[src/rtl/lcd_controller.sv]
// HD44780-style character LCD controller: CPU command FIFO feeding a
// setup/pulse/hold/exec bus sequencer, plus power and status registers.
module lcd_controller #(
  parameter int SETUP_CYC     = 2,
  parameter int PULSE_CYC     = 12,
  parameter int HOLD_CYC      = 2,
  parameter int EXEC_CYC      = 2000,
  parameter int EXEC_LONG_CYC = 80000,
  parameter int FIFO_DEPTH    = 4
) (
  input  logic        i_clk,
  input  logic        i_reset,
  input  logic        i_cmd_wren,
  input  logic        i_ctrl_wren,
  input  logic [31:0] i_wdata,
  output logic [31:0] o_status,
  output logic [31:0] o_io_lcd
);

  localparam int PTR_W = (FIFO_DEPTH > 1) ? $clog2(FIFO_DEPTH) : 1;
  localparam int MAX_A = (SETUP_CYC > PULSE_CYC) ? SETUP_CYC : PULSE_CYC;
  localparam int MAX_B = (HOLD_CYC > EXEC_CYC) ? HOLD_CYC : EXEC_CYC;
  localparam int MAX_C = (MAX_A > MAX_B) ? MAX_A : MAX_B;
  localparam int MAX_D = (MAX_C > EXEC_LONG_CYC) ? MAX_C : EXEC_LONG_CYC;
  localparam int TMR_W = ($clog2(MAX_D) > 20) ? $clog2(MAX_D) : 20;

  localparam logic [TMR_W-1:0] TMR_ZERO = {TMR_W{1'b0}};
  localparam logic [TMR_W-1:0] TMR_ONE  = TMR_W'(1'b1);
  localparam logic [TMR_W-1:0] SETUP_LD = TMR_W'(SETUP_CYC - 1);
  localparam logic [TMR_W-1:0] PULSE_LD = TMR_W'(PULSE_CYC - 1);
  localparam logic [TMR_W-1:0] HOLD_LD  = TMR_W'(HOLD_CYC - 1);
  localparam logic [TMR_W-1:0] EXEC_LD  = TMR_W'(EXEC_CYC - 1);
  localparam logic [TMR_W-1:0] LONG_LD  = TMR_W'(EXEC_LONG_CYC - 1);
  localparam logic [PTR_W:0]   CNT_FULL = (PTR_W + 1)'(FIFO_DEPTH);
  localparam logic [PTR_W:0]   CNT_ZERO = {(PTR_W + 1){1'b0}};
  localparam logic [PTR_W-1:0] PTR_ONE  = PTR_W'(1'b1);
  localparam logic [PTR_W:0]   CNT_ONE  = (PTR_W + 1)'(1'b1);

  typedef enum logic [2:0] {
    S_IDLE  = 3'd0,
    S_SETUP = 3'd1,
    S_PULSE = 3'd2,
    S_HOLD  = 3'd3,
    S_EXEC  = 3'd4
  } state_t;

  state_t           r_state;
  state_t           w_state_nxt;
  logic [TMR_W-1:0] r_tmr;
  logic [TMR_W-1:0] w_tmr_nxt;
  logic [8:0]       r_mem [FIFO_DEPTH];
  logic [PTR_W-1:0] r_wptr;
  logic [PTR_W-1:0] r_rptr;
  logic [PTR_W:0]   r_count;
  logic             r_ovf;
  logic             r_on;
  logic             r_en;
  logic             r_rs;
  logic [7:0]       r_data;
  logic             w_full;
  logic             w_empty;
  logic             w_push;
  logic             w_pop;
  logic             w_long;
  logic             w_busy;
  logic             w_en_nxt;
  logic [8:0]       w_head;
  logic [2:0]       w_cnt3;
  logic             w_unused_wdata;

  // Full is judged on the registered count, so a push into a full FIFO is
  // dropped even if the sequencer pops on the same edge.
  assign w_full  = (r_count == CNT_FULL);
  assign w_empty = (r_count == CNT_ZERO);
  assign w_push  = i_cmd_wren & ~w_full;
  assign w_head  = r_mem[r_rptr];
  assign w_long  = ~r_rs & ((r_data == 8'h01) | (r_data == 8'h02));
  assign w_busy  = (r_state != S_IDLE) | ~w_empty;
  assign w_cnt3  = 3'(r_count);
  assign w_unused_wdata = ^{i_wdata[31:10], i_wdata[8]};

  assign o_io_lcd = {r_on, 20'd0, r_en, r_rs, 1'b0, r_data};
  assign o_status = {25'd0, w_cnt3, r_ovf, w_empty, w_full, w_busy};

  // FIFO storage: holds {RS, DATA}; contents are don't-care while empty.
  always_ff @(posedge i_clk) begin
    if (w_push) begin
      r_mem[r_wptr] <= {i_wdata[9], i_wdata[7:0]};
    end
  end

  // FIFO pointers and occupancy; pointers wrap naturally at FIFO_DEPTH.
  always_ff @(posedge i_clk or negedge i_reset) begin
    if (!i_reset) begin
      r_wptr  <= {PTR_W{1'b0}};
      r_rptr  <= {PTR_W{1'b0}};
      r_count <= CNT_ZERO;
    end else begin
      if (w_push) begin
        r_wptr <= r_wptr + PTR_ONE;
      end
      if (w_pop) begin
        r_rptr <= r_rptr + PTR_ONE;
      end
      case ({w_push, w_pop})
        2'b10:   r_count <= r_count + CNT_ONE;
        2'b01:   r_count <= r_count - CNT_ONE;
        default: r_count <= r_count;
      endcase
    end
  end

  // Power bit and sticky overflow; an explicit clear beats a new overflow.
  always_ff @(posedge i_clk or negedge i_reset) begin
    if (!i_reset) begin
      r_on  <= 1'b0;
      r_ovf <= 1'b0;
    end else begin
      if (i_ctrl_wren) begin
        r_on <= i_wdata[0];
      end
      if (i_ctrl_wren && i_wdata[1]) begin
        r_ovf <= 1'b0;
      end else if (i_cmd_wren && w_full) begin
        r_ovf <= 1'b1;
      end
    end
  end

  // Sequencer registers; EN is registered so it drops on reset without glitches.
  always_ff @(posedge i_clk or negedge i_reset) begin
    if (!i_reset) begin
      r_state <= S_IDLE;
      r_tmr   <= TMR_ZERO;
      r_en    <= 1'b0;
      r_rs    <= 1'b0;
      r_data  <= 8'h00;
    end else begin
      r_state <= w_state_nxt;
      r_tmr   <= w_tmr_nxt;
      r_en    <= w_en_nxt;
      if (w_pop) begin
        r_rs   <= w_head[8];
        r_data <= w_head[7:0];
      end
    end
  end

  // Next-state logic: each phase loads N-1 on entry and advances when the timer hits zero.
  always_comb begin
    w_state_nxt = r_state;
    w_tmr_nxt   = r_tmr;
    w_pop       = 1'b0;
    case (r_state)
      S_IDLE: begin
        if (!w_empty) begin
          w_pop       = 1'b1;
          w_state_nxt = S_SETUP;
          w_tmr_nxt   = SETUP_LD;
        end else begin
          w_tmr_nxt   = TMR_ZERO;
        end
      end
      S_SETUP: begin
        if (r_tmr == TMR_ZERO) begin
          w_state_nxt = S_PULSE;
          w_tmr_nxt   = PULSE_LD;
        end else begin
          w_tmr_nxt   = r_tmr - TMR_ONE;
        end
      end
      S_PULSE: begin
        if (r_tmr == TMR_ZERO) begin
          w_state_nxt = S_HOLD;
          w_tmr_nxt   = HOLD_LD;
        end else begin
          w_tmr_nxt   = r_tmr - TMR_ONE;
        end
      end
      S_HOLD: begin
        if (r_tmr == TMR_ZERO) begin
          w_state_nxt = S_EXEC;
          w_tmr_nxt   = w_long ? LONG_LD : EXEC_LD;
        end else begin
          w_tmr_nxt   = r_tmr - TMR_ONE;
        end
      end
      S_EXEC: begin
        if (r_tmr == TMR_ZERO) begin
          w_state_nxt = S_IDLE;
          w_tmr_nxt   = TMR_ZERO;
        end else begin
          w_tmr_nxt   = r_tmr - TMR_ONE;
        end
      end
      default: begin
        w_state_nxt = S_IDLE;
        w_tmr_nxt   = TMR_ZERO;
      end
    endcase
    w_en_nxt = (w_state_nxt == S_PULSE);
  end

endmodule

[config.mk]
export PLATFORM = sky130hd
export DESIGN_NAME = lcd_controller
export DESIGN_NICKNAME = d
export VERILOG_FILES = /design/src/rtl/lcd_controller.sv
export SDC_FILE = /design/constraint.sdc
export NUM_CORES = 1
export LEC_CHECK = 0
export BUFFER_PORTS_ARGS = -buffer_cell sky130_fd_sc_hd__buf_2
export CAP_MARGIN = 20
export CORE_AREA = 10 10 126 128
export CTS_BUF_LIST = sky130_fd_sc_hd__clkbuf_2
export DETAILED_ROUTE_END_ITERATION = 16
export DIE_AREA = 0 0 136 138
export HOLD_SLACK_MARGIN = 0.15
export PLACE_DENSITY = 0.54
export REMOVE_ABC_BUFFERS = 1
export SYNTH_ARGS = -nofsm -noshare
export SYNTH_HDL_FRONTEND = slang
export SYNTH_SLANG_ARGS = --single-unit
[constraint.sdc]
create_clock -name i_clk -period 2.9 [get_ports i_clk]
set_input_delay 0.87 -clock i_clk [delete_from_list [all_inputs] [get_ports i_clk]]
set_output_delay 0.87 -clock i_clk [all_outputs]
set_load 0.1 [all_outputs]
# After elaboration in Yosys (flattened, before gate mapping)
# Memories as Yosys holds them, arrays and structs flattened. A register that Yosys moved wholly into a read port is not among the register bits.
# Cells that the tools add are included.
[op_classes]
add_sub_neg = 5
eq_ne = 10
mux = 20
n_bitwise = 7
n_reduce_logical = 9
[op_table]
columns = ["operator", "n"]
rows = [
  ["$pmux 20 s5", 1],
  ["$mux 20", 4],
  ["$logic_not 20->1", 1],
  ["$sub 20x1->20 const B", 1],
  ["$mux 17", 1],
  ["$mux 3", 5],
  ["$pmux 3 s5", 1],
  ["$eq 3x2->1 const B", 3],
  ["$eq 8x1->1 const B", 1],
  ["$eq 8x2->1 const B", 1],
  ["$mux 1", 7],
  ["$eq 3x3->1 const B", 2],
  ["$logic_not 3->1", 2],
  ["$pmux 3 s2", 1],
  ["$add 2x1->2 const B", 2],
  ["$reduce_bool 2->1", 2],
  ["$add 3x1->3 const B", 1],
  ["$eq 3x1->1 const B", 1],
  ["$not 1->1", 3],
  ["$reduce_bool 3->1", 1],
  ["$sub 3x1->3 const B", 1],
  ["$and 1x1->1", 2],
  ["$eq 2x1->1 const B", 1],
  ["$eq 2x2->1 const B", 1],
  ["3 further kinds", 5],
]
[word_totals]
register_bits = 33
mem_bits_rw = 36
word_cells = 60
memories = 1
[memory_table]
columns = ["name", "depth", "width", "read_ports", "rd_clocked_by_memory_dff", "wr", "line_no", "rtl"]
rows = [
  ["r_mem", 4, 9, 1, 1, 1, "51", "logic [8:0] r_mem [FIFO_DEPTH];"],
]

# Longest topological paths before layout
[logic_depth]
word_depth = 6
ltp_mapped = 11

# Least setup slack after synthesis
# Ideal clock, no wire load.
[synth_path]
path_kind = "register -> register"
from = "register r_count[0]"
to = "register r_count[2]"
arrival_ps = 2909
required_time_ps = 2738
path_slack_ps = -171
path_stages_with_launch = 11
path_buffers = 1
synth_period_minus_slack_ps = 3071
cell_sequence = "dfrtp_1 nor3_1 or4_1 inv_1 clkbuf_1 ha_1 inv_1 fa_1 xor2_1 nor2_1 xor2_1"
[synth_between]
elab_chain_len = 5
[synth_lines]
columns = ["item", "line_no", "rtl"]
rows = [
  ["start, declared", "54", "logic [PTR_W:0] r_count;"],
  ["start signal, assigned", "106", "2'b10: r_count <= r_count + CNT_ONE;"],
  ["start signal, assigned", "107", "2'b01: r_count <= r_count - CNT_ONE;"],
  ["start signal, assigned", "108", "default: r_count <= r_count;"],
  ["$logic_not 3->1 *", "74", "assign w_empty = (r_count == CNT_ZERO);"],
  ["net w_empty", "61", "logic w_empty;"],
  ["$mux 1 *", "156", "if (!w_empty) begin"],
  ["$mux 1 *", "154", "case (r_state)"],
  ["net w_pop", "63", "logic w_pop;"],
  ["$eq 2x1->1 or $eq 2x2->1 (tied branches)", "105", "case ({w_push, w_pop})"],
  ["$pmux 3 s2 or $reduce_bool 2->1 (tied branches)", "-", ""],
]
# The timed path passes the listed nets; every way through them passes the cells marked *.
# A chain may end at the register's enable or synchronous reset.

# Worst setup path in the final report
[layout_path]
from = "register r_count[0]"
to = "output o_status[2]"
[layout_between]
elab_chain_len = 1
[layout_lines]
columns = ["item", "line_no", "rtl"]
rows = [
  ["$logic_not 3->1", "74", ""],
  ["end, declared", "16", "output logic [31:0] o_status,"],
]
# Every way passes these cells.

==> impl_metrics.py <==
metrics = {
    "critical_path": {
        "critPathKind": "register to primary output",
        "reg2regPathDepth": 5,
        "crit_buf_inv": 1,
        "worstSetupStartpointType": "register",
        "required_ns": 2.03,
        "worstSetupEndpointType": "primary output",
        "crit_chain": "nor3_1, buf_2",
        "r2r_end": "r_tmr[12]",
        "rr_startpoint": "r_tmr[15]",
        "cp_slowest_stage_delay_ns": 0.50,
        "r2r_setup_slack_ns": 0.47,
        "worstPathMaxFanout": 4,
        "cp_top_family": "buffers and inverters",
        "worst_path_max_delay_cell": "buf_2",
        "critical_path_arrival_ns": 1.84,
    },
    "timing": {
        "setup_viol": 0,
        "finalCritPeriodShare_pct": 93.3,
        "max-slew-margin-rel_pct": 56.8,
        "fin_tns_setup_ns": 0,
        "min_period_ns": 2.71,
        "max_freq_mhz": 369,
        "tightest_slew_ns": 0.648,
        "slew_viol_final": 0,
        "rsz0062_at_grt": "false",
        "hold_viol_final": 0,
        "skew_ns": 0.0203,
    },
    "final_layout": {
        "syn2layout_area_growth_pct": 7.30,
        "finalNonFillerCells": 550,
        "finalInstanceArea_um2": 4190,
        "drive_above_1_share_pct": 18.4,
        "fin_util_pct": 31.0,
        "layout.nets": 409,
        "antennaDiodeCount": 0,
    },
    "die": {
        "core_um2": 13500,
        "die_y_um": 138,
        "die_w_um": 136,
        "initial_core_util_pct": 28.9,
        "rows": 43,
        "io_pins": 100,
        "die-area_um2": 18800,
    },
    "placement": {
        "dpl.cell_count": 534,
        "dp_hpwl_mm": 5.66,
        "portBuffers": 30,
        "placed_area_um2": 4060,
        "gp_congestion": 0.808,
    },
    "min_path": {
        "min_path_type": "input pin to asynchronous set/reset pin",
    },
    "clocking": {
        "ctsHoldBuffers": 0,
        "cts_buffers": 9,
        "cts-root-buf": "clkbuf_2",
        "cts_tree": "yes",
        "cts_setup_buffers": 0,
        "cts.sinks": 78,
        "cts_resized": 0,
        "h-tree-depth": 3,
        "clk_pin_slew_ns": 0.22,
        "clk-insertion-delay-late_ns": 0.53,
        "clockBufferDepth": 2,
    },
    "logic_synthesis": {
        "yosysSeqAreaShare_pct": 54.6,
        "syn_avg_cell_area_um2": 11.7,
        "synth_top_cell_by_area": "edfxtp_1",
        "synth_edf_count": 36,
        "async_flop_share_pct": 53.8,
        "ys.flop_type": "dfrtp_1",
        "synth.top_cell.area_share_pct": 27.7,
        "yosysWarnings": 0,
        "synth_cell_type_count": 46,
        "yosys-top-cells-area": "edfxtp_1 28%, dfrtp_1 27%, buf_4 10%",
        "syn_inst": 334,
        "syn-cell-area_um2": 3910,
        "synth-seq-cells": 78,
    },
    "global_routing": {
        "grt_pass1_wl_mm": 12.2,
        "antenna_found_initial": 0,
        "grt_max_degree": 18,
        "grt_overflow": 0,
        "grt_pass1_vias": 2484,
        "track_usage_pct": 8.06,
    },
    "routing": {
        "dr.pass1.iters": 4,
        "wl_mm": 7.57,
        "vias": 2336,
        "viasPerCell": 4.25,
        "ant_nets": 0,
        "route.detailed.drc": 0,
        "wl_per_cell_um": 13.8,
        "drtIter0Drc": 51,
    },
    "outcome": {
        "status": "finished, final reports clean",
    },
    "power": {
        "p_per_area_nw_per_um2": 1170,
        "total_leakage_power_nw": 1.81,
        "power_w": 0.00489,
        "vdd_drop_max_v": 0.000814,
    },
    "run": {
        "drv_cap": 0,
    },
}
==> layout make-up <==
| class | count | area [µm²] |
|---|---|---|
| fill | 1391 | 9310 |
| clock buffer | 10 | 50.0 |
| tap | 180 | 225 |
| timing repair buffer | 37 | 203 |
| clock inverter | 6 | 85.1 |
| inverter | 12 | 45.0 |
| multi-input combinational | 227 | 1450 |
| sequential | 78 | 2130 |
==> report_power, final <==
group	switching [W]	leakage, nW	total (W)	internal [W]
combinational	0.00174	0.871	0.00240	0.000653
sequential	0.000309	0.857	0.00182	0.00151
clock	0.000383	0.0800	0.000670	0.000288
total	0.00243	1.81	0.00489	0.00245
==> per-stage QoR <==
stage / setup slack, ns / hold WS, ns
after global placement: 0.491 / 0.488
final: 0.194 / 0.241
after floorplan: -2.40 / 0.502
after CTS: 0.0990 / 0.204
after detailed placement: 0.471 / 0.500
after global routing: 0.0265 / 0.206
==> state kept, by name, summed over array words and instances (netlist names) <==
name     count
r_data       8
r_rs         1
r_count      3
r_on         1
r_ovf        1
r_tmr       20
r_state      3
r_mem       36
r_rptr       2
r_en         1
r_wptr       2
==> synth_stat cells, drive strengths merged, types with 2 or more instances <==
cell type / n
mux4: 9
and2: 6
or3: 7
o21ai: 9
or4: 9
or2: 2
nor4: 3
nor3: 13
clkbuf: 5
xor2: 10
nand2: 40
edfxtp: 36
buf: 57
a21oi: 13
o211ai: 4
nor2: 12
nand2b: 3
xnor2: 14
dfrtp: 42
nand3: 3
ha: 7
inv: 12
and3: 2
==> how the worst max path moves through the flow <==
stage                  endpoint  slack [ns]  cells after the start       start
floorplan           o_status[0]       -2.40                      2  r_count[0]
global placement      r_tmr[11]        0.49                      5   r_tmr[15]
detailed placement    r_tmr[11]        0.47                      5   r_tmr[15]
CTS                 o_status[2]         0.1                      2  r_count[0]
global route        o_status[2]        0.03                      2  r_count[0]
finish              o_status[2]        0.19                      2  r_count[0]
==> logic make-up after synthesis <==
family                     count (synthesis)  synth area share (%)
buffers and inverters                     74                  12.6
DFF                                       78                  54.6
other                                      1                0.0960
adders and majority gates                  8                  2.75
xor gates and xnor gates                  24                  5.38
and+or+nand+nor                          103                  13.4
muxes                                     11                  5.73
AOI/OAI and AO/OA                         35                  5.51
==> per-layer routing <==
layer | part of all wire, % | GRT usage, % | wire (µm)
met4 | 1.5 | 3.81 | 111
met3 | 8.4 | 2.64 | 635
met5 | 0 | 0 | 0
met2 | 50 | 14.0 | 3780
met1 | 40 | 8.58 | 3040
==> placed cells by master (no fill, tap or decap), drive strengths merged, types with 2 or more instances in the layout <==
master,netlist,routed
a21oi,13,13
and2,6,6
and3,2,2
buf,57,37
bufinv,0,2
clkbuf,5,10
clkinv,0,2
conb,1,46
dfrtp,42,42
edfxtp,36,36
ha,7,7
inv,12,13
mux4,9,9
nand2,40,40
nand2b,3,3
nand3,3,3
nor2,12,12
nor3,13,13
nor4,3,3
o211ai,4,4
o21ai,9,9
or2,2,2
or3,7,7
or4,9,9
xnor2,14,14
xor2,10,10
(Power assumes the default switching activity.)
